File: config.mk
export PLATFORM = sky130hd
export DESIGN_NAME = w_ptr_full_ctrl
export DESIGN_NICKNAME = d
export VERILOG_FILES = /design/src/rtl/w_ptr_full_ctrl.sv
export SDC_FILE = /design/constraint.sdc
export NUM_CORES = 1
export LEC_CHECK = 0
export ABC_AREA = 0
export CORE_MARGIN = 5
export CORE_UTILIZATION = 44
export DETAILED_ROUTE_END_ITERATION = 7
export PLACE_DENSITY = 0.77
export SYNTH_ARGS = -nofsm -noshare
export SYNTH_HDL_FRONTEND = slang
export SYNTH_SLANG_ARGS = --single-unit
export TNS_END_PERCENT = 5
File: constraint.sdc
create_clock -name w_clk -period 2.67 [get_ports w_clk]
set_input_delay 0.267 -clock w_clk [delete_from_list [all_inputs] [get_ports w_clk]]
set_output_delay 0.267 -clock w_clk [all_outputs]
set_load 0.01 [all_outputs]
File: src/rtl/w_ptr_full_ctrl.sv
// -----------------------------------------------------------------------------
// w_ptr_full_ctrl
// Write-domain pointer and full-flag controller for an asynchronous FIFO.
// Keeps the binary write pointer, produces the memory write enable and the
// registered write address, and publishes a registered Gray write pointer
// for the read-domain synchronizer. From the already-synchronized Gray read
// pointer it derives registered full / almost-full flags, a fill level and
// a sticky overflow flag, all in the w_clk domain.
//
// Ports
//   w_clk          in   write-domain clock
//   w_rst_n        in   asynchronous active-low reset
//   w_inc          in   producer write request
//   sync_gr_r_ptr  in   Gray read pointer, synchronized into w_clk
//   w_ovf_clr      in   synchronous clear of w_overflow
//   w_en           out  memory write enable (combinational)
//   w_addr         out  registered memory write address
//   gr_w_ptr       out  registered Gray write pointer (crosses domains)
//   w_full         out  registered full flag
//   w_almost_full  out  registered level >= AFULL_THRESH
//   w_level        out  registered fill level, 0..2^ADDR_WIDTH
//   w_overflow     out  sticky: write attempted while full
// -----------------------------------------------------------------------------
module w_ptr_full_ctrl #(
    parameter int ADDR_WIDTH   = 3,
    parameter int AFULL_THRESH = 6
) (
    input  logic                  w_clk,
    input  logic                  w_rst_n,
    input  logic                  w_inc,
    input  logic [ADDR_WIDTH:0]   sync_gr_r_ptr,
    input  logic                  w_ovf_clr,
    output logic                  w_en,
    output logic [ADDR_WIDTH-1:0] w_addr,
    output logic [ADDR_WIDTH:0]   gr_w_ptr,
    output logic                  w_full,
    output logic                  w_almost_full,
    output logic [ADDR_WIDTH:0]   w_level,
    output logic                  w_overflow
);

    localparam int PW = ADDR_WIDTH + 1;
    localparam logic [PW-1:0] AFULL_TH = PW'(AFULL_THRESH);

    // Gray-to-binary: each binary bit is the XOR of all Gray bits at or above it.
    function automatic logic [PW-1:0] gray2bin(input logic [PW-1:0] g);
        logic [PW-1:0] b;
        b[PW-1] = g[PW-1];
        for (int i = PW - 2; i >= 0; i--) begin
            b[i] = b[i+1] ^ g[i];
        end
        return b;
    endfunction

    function automatic logic [PW-1:0] bin2gray(input logic [PW-1:0] b);
        return b ^ (b >> 1);
    endfunction

    logic [PW-1:0]         wb_q,    wb_d;
    logic [PW-1:0]         gr_q,    gr_d;
    logic [ADDR_WIDTH-1:0] addr_q,  addr_d;
    logic                  full_q,  full_d;
    logic                  afull_q, afull_d;
    logic [PW-1:0]         level_q, level_d;
    logic                  ovf_q,   ovf_d;
    logic [PW-1:0]         rb_s;
    logic [PW-1:0]         full_cmp_s;

    assign w_en = w_inc & ~full_q;

    // Next-state computation: pointer advance, flags and level for this edge.
    always_comb begin
        wb_d       = wb_q + {{ADDR_WIDTH{1'b0}}, w_en};
        gr_d       = bin2gray(wb_d);
        addr_d     = wb_d[ADDR_WIDTH-1:0];
        rb_s       = gray2bin(sync_gr_r_ptr);
        // Full when the write pointer is one lap ahead: in Gray that means
        // the top two bits differ and the remaining bits match.
        full_cmp_s = {~sync_gr_r_ptr[ADDR_WIDTH:ADDR_WIDTH-1],
                      sync_gr_r_ptr[ADDR_WIDTH-2:0]};
        full_d     = (gr_d == full_cmp_s);
        // Modulo subtraction keeps the level correct across pointer wrap.
        level_d    = wb_d - rb_s;
        afull_d    = (level_d >= AFULL_TH);
        // A new overflow takes priority over a simultaneous clear.
        if (w_inc && full_q) begin
            ovf_d = 1'b1;
        end else if (w_ovf_clr) begin
            ovf_d = 1'b0;
        end else begin
            ovf_d = ovf_q;
        end
    end

    // State registers with asynchronous reset.
    always_ff @(posedge w_clk or negedge w_rst_n) begin
        if (!w_rst_n) begin
            wb_q    <= {PW{1'b0}};
            gr_q    <= {PW{1'b0}};
            addr_q  <= {ADDR_WIDTH{1'b0}};
            full_q  <= 1'b0;
            afull_q <= 1'b0;
            level_q <= {PW{1'b0}};
            ovf_q   <= 1'b0;
        end else begin
            wb_q    <= wb_d;
            gr_q    <= gr_d;
            addr_q  <= addr_d;
            full_q  <= full_d;
            afull_q <= afull_d;
            level_q <= level_d;
            ovf_q   <= ovf_d;
        end
    end

    assign w_addr        = addr_q;
    assign gr_w_ptr      = gr_q;
    assign w_full        = full_q;
    assign w_almost_full = afull_q;
    assign w_level       = level_q;
    assign w_overflow    = ovf_q;

endmodule

# Word level (Yosys, flattened, before mapping)
# Cells that the tools add are included.
[op_classes]
muxes = 2
addsub = 2
bitwise = 7
reduce_logical = 2
eq_ne = 1
magnitude_cmp = 1
[ops]
columns = ["cell", "n"]
rows = [
  ["adder 4 x 1 -> 4 bit", 1],
  ["equality test 4 bit", 1],
  [">= comparator 4 x 3 -> 1 bit, second input constant", 1],
  ["subtractor 4 bit", 1],
  ["XOR 4 x 3 -> 4 bit", 1],
  ["XOR 1 bit", 3],
  ["2-to-1 mux 1 bit", 2],
  ["NOT 2 bit", 1],
  ["nonzero test 2 bit", 1],
  ["AND 1 bit", 1],
  ["logical AND 1 bit", 1],
  ["NOT 1 bit", 1],
]
[word_totals]
regBits = 18
in_bits = 8
out_inout_bits = 15
wordCells = 22

# Depth between registers and ports, before layout
[depth]
depth_word = 5
ltp_mapped = 9
depth_no_buf = 9

# Worst setup path before layout
# OpenSTA, ideal clock, no wires.
[synth_timing]
path_kind = "flip-flop to flip-flop"
from = "register full_q (netlist: w_full)"
to = "register afull_q (netlist: w_almost_full)"
synth_period_minus_slack_ns = 2.339
path_buffers = 0
required_ns = 2.601
stages_incl_launch_ff = 9
setup_time_ns = 0.069
path_slack_ns = 0.331
t_arrival_ns = 2.270
cell_sequence = "dfrtp_1 -> nor2b_1 -> ha_1 -> ha_1 -> xor2_1 -> ha_1 -> nand2b_1 -> mux2_2 -> nand3_1"
[synth_via]
elab_chain_len = 5
[synth_rtl]
columns = ["element", "line", "rtl"]
rows = [
  ["start, declared", "62", "logic full_q, full_d;"],
  ["start signal, assigned", "109", "full_q <= full_d;"],
  ["NOT 1 bit", "69", "assign w_en = w_inc & ~full_q;"],
  ["AND 1 bit", "69", ""],
  ["net w_en", "33", "output logic w_en,"],
  ["adder 4 x 1 -> 4 bit", "73", "wb_d = wb_q + {{ADDR_WIDTH{1'b0}}, w_en};"],
  ["net wb_d[2]", "59", "logic [PW-1:0] wb_q, wb_d;"],
  ["subtractor 4 bit", "83", "level_d = wb_d - rb_s;"],
  [">= comparator 4 x 3 -> 1 bit", "84", "afull_d = (level_d >= AFULL_TH);"],
  ["net afull_d", "63", "logic afull_q, afull_d;"],
  ["end signal, assigned", "110", "afull_q <= afull_d;"],
  ["end, declared", "63", ""],
]
# The timed path passes the listed nets, and every way through them passes these cells.
# A chain may end at the register's enable or synchronous reset.

# Final worst setup path
[layout_timing]
from = "input port sync_gr_r_ptr[3]"
to = "register afull_q (netlist: w_almost_full)"
[layout_via]
elab_chain_len = 5
[layout_rtl]
columns = ["element", "line", "rtl"]
rows = [
  ["start, declared", "31", "input logic [ADDR_WIDTH:0] sync_gr_r_ptr,"],
  ["XOR 1 bit (3 in series)", "50", "b[i] = b[i+1] ^ g[i];"],
  ["subtractor 4 bit (*)", "83", ""],
  [">= comparator 4 x 3 -> 1 bit (*)", "84", ""],
  ["net afull_d", "63", ""],
]
# The timed path passes the listed nets; every way through them passes the cells marked *.

==> flow_metrics.env <==
export IMPL_run_status="finished clean"
export IMPL_length_in_cells_of_the_worst_reg_to_reg_path=8
export IMPL_vias=516
export IMPL_setup_viol_count_final=0
export IMPL_clk_insertion_delay_late_ns=0.27
export IMPL_drt_first_iter_violations=3
export IMPL_synth_top_area_share=0.484
export IMPL_tns_ns=0
export IMPL_synth_cell_type_count=24
export IMPL_post_synthesis_cells=62
export IMPL_clock_root_buffer="clkbuf_4"
export IMPL_grt_pass1_vias=568
export IMPL_finalMaxSlewViolations=0
export IMPL_max_cap_violations=0
export IMPL_grt_start_max_net_pins=15
export IMPL_finalNetCount=104
export IMPL_power_mw=1.46
export IMPL_initial_antenna_violation_count=0
export IMPL_crit_path_largest_cell_delay_ns=0.50
export IMPL_async_reset_ff_frac=1.00
export IMPL_crit_fanout=4
export IMPL_hold_class="input pin to async pin"
export IMPL_grt_remaining_overflow=0
export IMPL_yosys_area_top_type="dfrtp_1"
export IMPL_setup_worst_path_start_class="input pin"
export IMPL_power_leakage_nw=0.449
export IMPL_fraction_of_power_consumed_by_combinational_cells=0.663
export IMPL_syn_to_final_growth_pct=38.9
export IMPL_hpwl_microns=1050
export IMPL_seq_area_frac_synth=0.484
export IMPL_timing_critical_path_to_type="flop"
export IMPL_routability_congestion_estimate=0.700
export IMPL_syn_num_nets=75
export IMPL_cts_buffers=3
export IMPL_detail_route_drc_violations=0
export IMPL_num_io_pins=23
export IMPL_seqPwrFrac=0.261
export IMPL_clock_path_buffers=2
export IMPL_cts_htree_levels=1
export IMPL_post_route_min_period_ns=2.29
export IMPL_share_of_cells_above_drive_strength_1=0.135
export IMPL_synthesis_area_sq_um=723
export IMPL_timing_critical_path_arrival_ns=2.50
export IMPL_clkSinkCount=14
export IMPL_synth_yosys_warnings=0
export IMPL_cts_hold_fix_buffers=0
export IMPL_timing_critical_path_depth=10
export IMPL_firstDrtPassIters=2
export IMPL_vdd_ir_drop_max_v=0.000866
export IMPL_critical_path_most_common_cell="ha_1"
export IMPL_synth_common_cells="dfrtp_1 (14), xor2_1 (10), ha_1 (5), inv_1 (5)"
export IMPL_fin_crit_sh=0.858
export IMPL_grt_pass1_wl_microns=2330
export IMPL_prevailing_post_synth_register_cell="dfrtp_1"
export IMPL_die_height_microns=50.5
export IMPL_criticalPathCategory="input pin to flop"
export IMPL_dieArea_sq_mm=0.00255
export IMPL_coreArea_sq_mm=0.00154
export IMPL_postSynthAreaPerCell_sq_um=11.7
export IMPL_cp_buf_inv_count=2
export IMPL_power_density_mw_per_mm2=1450
export IMPL_die_x_microns=50.5
export IMPL_global_route_usage_total=0.119
export IMPL_wl_per_cell_microns=12.2
export IMPL_switching_share=0.382
export IMPL_maxClockFrequency_mhz=437
export IMPL_fp_row_count=14
export IMPL_crit_slowest_cell="clkdlybuf4s50_1"
export IMPL_timing_max_slew_rel_slack=0.600
export IMPL_worstMarginPinSlew_ns=0.599
export IMPL_initial_core_utilization=0.469
export IMPL_critical_path_required_ns=2.87
export IMPL_cp_top_family="XOR/XNOR gates"
export IMPL_most_frequent_cell_after_synthesis="dfrtp_1"
export IMPL_ys_top_cells_by_area="dfrtp_1 (48%), xor2_1 (12%), ha_1 (8.7%), xnor2_1 (4.8%), nand3_1 (2.8%)"
export IMPL_post_cts_setup_bufs=0
export IMPL_crit_chain="clkdlybuf4s50_1, xnor2_2, xor2_2, xnor2_1, ha_1, inv_1, ha_1, a21oi_1, mux2_2, nand3_1"
export IMPL_finalHoldViolCount=0
export IMPL_power_clock_fraction=0.076
export IMPL_clk_pin_slew_worst_paths_ns=0.08
export IMPL_tritoncts="built"
export IMPL_antenna_cells=0
export IMPL_synthesis_stage_register_bit_count=14
export IMPL_net_switching_power_mw=0.558
export IMPL_internal_mw=0.903
export IMPL_layout_filler_cells=142
export IMPL_synth_enable_flop_cells=0
export IMPL_grt_setup_unrepaired="false"
export IMPL_routed_antenna_nets=0
export IMPL_post_cts_resized=0
export IMPL_avgViaCountPerCell=4.91
export IMPL_io_buffer_count=22
export IMPL_timing_clock_skew_ns=0.00417
export IMPL_drt_wl_total_microns=1290
stage by stage:
stage	hold slack, ns	instance area, sq um	setup slack, ns	std cells	utilization
floorplan	-0.0286	723	0.331	62	-
global placement	0.505	982	0.161	102	0.637
detailed placement	0.526	982	0.0947	102	0.637
CTS	0.394	1000	0.357	105	0.652
global route	0.435	1000	0.227	105	0.652
finish	0.371	1000	0.379	105	0.652
layout make-up:
| cell class | count | area, sq um | share of cell area |
|---|---|---|---|
| Multi-Input combinational cell | 42 | 350 | 0.349 |
| Timing Repair Buffer | 25 | 243 | 0.242 |
| Inverter | 5 | 18.8 | 0.0187 |
| Clock buffer | 3 | 22.5 | 0.0224 |
| Sequential cell | 14 | 350 | 0.349 |
| Tap cell | 16 | 20.0 | 0.0199 |
sequential cells by signal, indices dropped and copies added, names as in the netlist:
register / count
w_level: 4
gr_w_ptr: 4
w_full: 1
w_overflow: 1
w_addr: 2
wb_q: 1
w_almost_full: 1
worst register-to-register path, cell delays in order (launching register included):
cell and delay, ns:
dfrtp_1 0.40, nor2b_1 0.16, ha_1 0.20, ha_1 0.16, xor2_1 0.26, buf_4 0.18, xor2_1 0.07, or3_2 0.42
a22oi_1 0.20
logic make-up (layout without fill, tap and decap cells):
kind of cell,after synthesis,after routing,synth area share
AND/OR/NAND/NOR,13,13,0.0952
buffers and inverters,6,33,0.0311
AO/OA/AOI/OAI,5,5,0.0433
XOR/XNOR,16,16,0.215
flip-flops,14,14,0.484
adder cells (fa/ha/maj),6,6,0.102
multiplexers,2,2,0.0294
power groups by stage:
| stage | Combinational (mW) | Clock (mW) | Sequential, mW |
|---|---|---|---|
| floorplan | 0.528 | 0 | 0.443 |
| global placement | 0.952 | 0 | 0.384 |
| detailed placement | 0.978 | 0 | 0.389 |
| CTS | 0.986 | 0.117 | 0.384 |
| global route | 1.07 | 0.131 | 0.400 |
| finish | 0.968 | 0.111 | 0.382 |
final timing paths:
kind	startpoint	end	slack, ns
worst max-delay path	sync_gr_r_ptr[3]	w_almost_full	0.38
worst min-delay path	w_rst_n	gr_w_ptr[1]	0.37
worst max register to register	w_full	w_full	0.55
worst min register to register	w_full	w_overflow	0.52
max in group asynchronous	w_rst_n	w_almost_full	1.91
min in group w_clk	w_full	w_overflow	0.52
cell usage in the layout (no fill, tap or decap):
master	n
clkbuf_4	3
nor3_1	1
clkdlybuf4s50_1	22
xnor2_1	4
mux2_2	1
inv_1	5
xnor2_2	1
buf_4	3
xor2_2	1
nor2b_1	1
dfrtp_1	14
mux2i_1	1
or3_1	1
nand3_1	4
and2_1	1
or3_2	1
a22oi_1	1
xor2_1	10
a21oi_2	1
nand2b_1	1
o21ai_0	1
ha_1	5
nand2_1	2
nor2_1	1
maj3_2	1
a21oi_1	2
metal layers:
metal / up-vias / share of wire / global-route usage / wire length [microns]
met1: 241 / 0.41 / 0.131 / 528
li1: 257 / - / - / -
met3: 2 / 0.085 / 0.0325 / 109
met2: 16 / 0.49 / 0.205 / 635
met4: 0 / 0.0093 / 0.0638 / 12
met5: - / 0 / 0 / 0
Power figures use the tool's default switching activity.
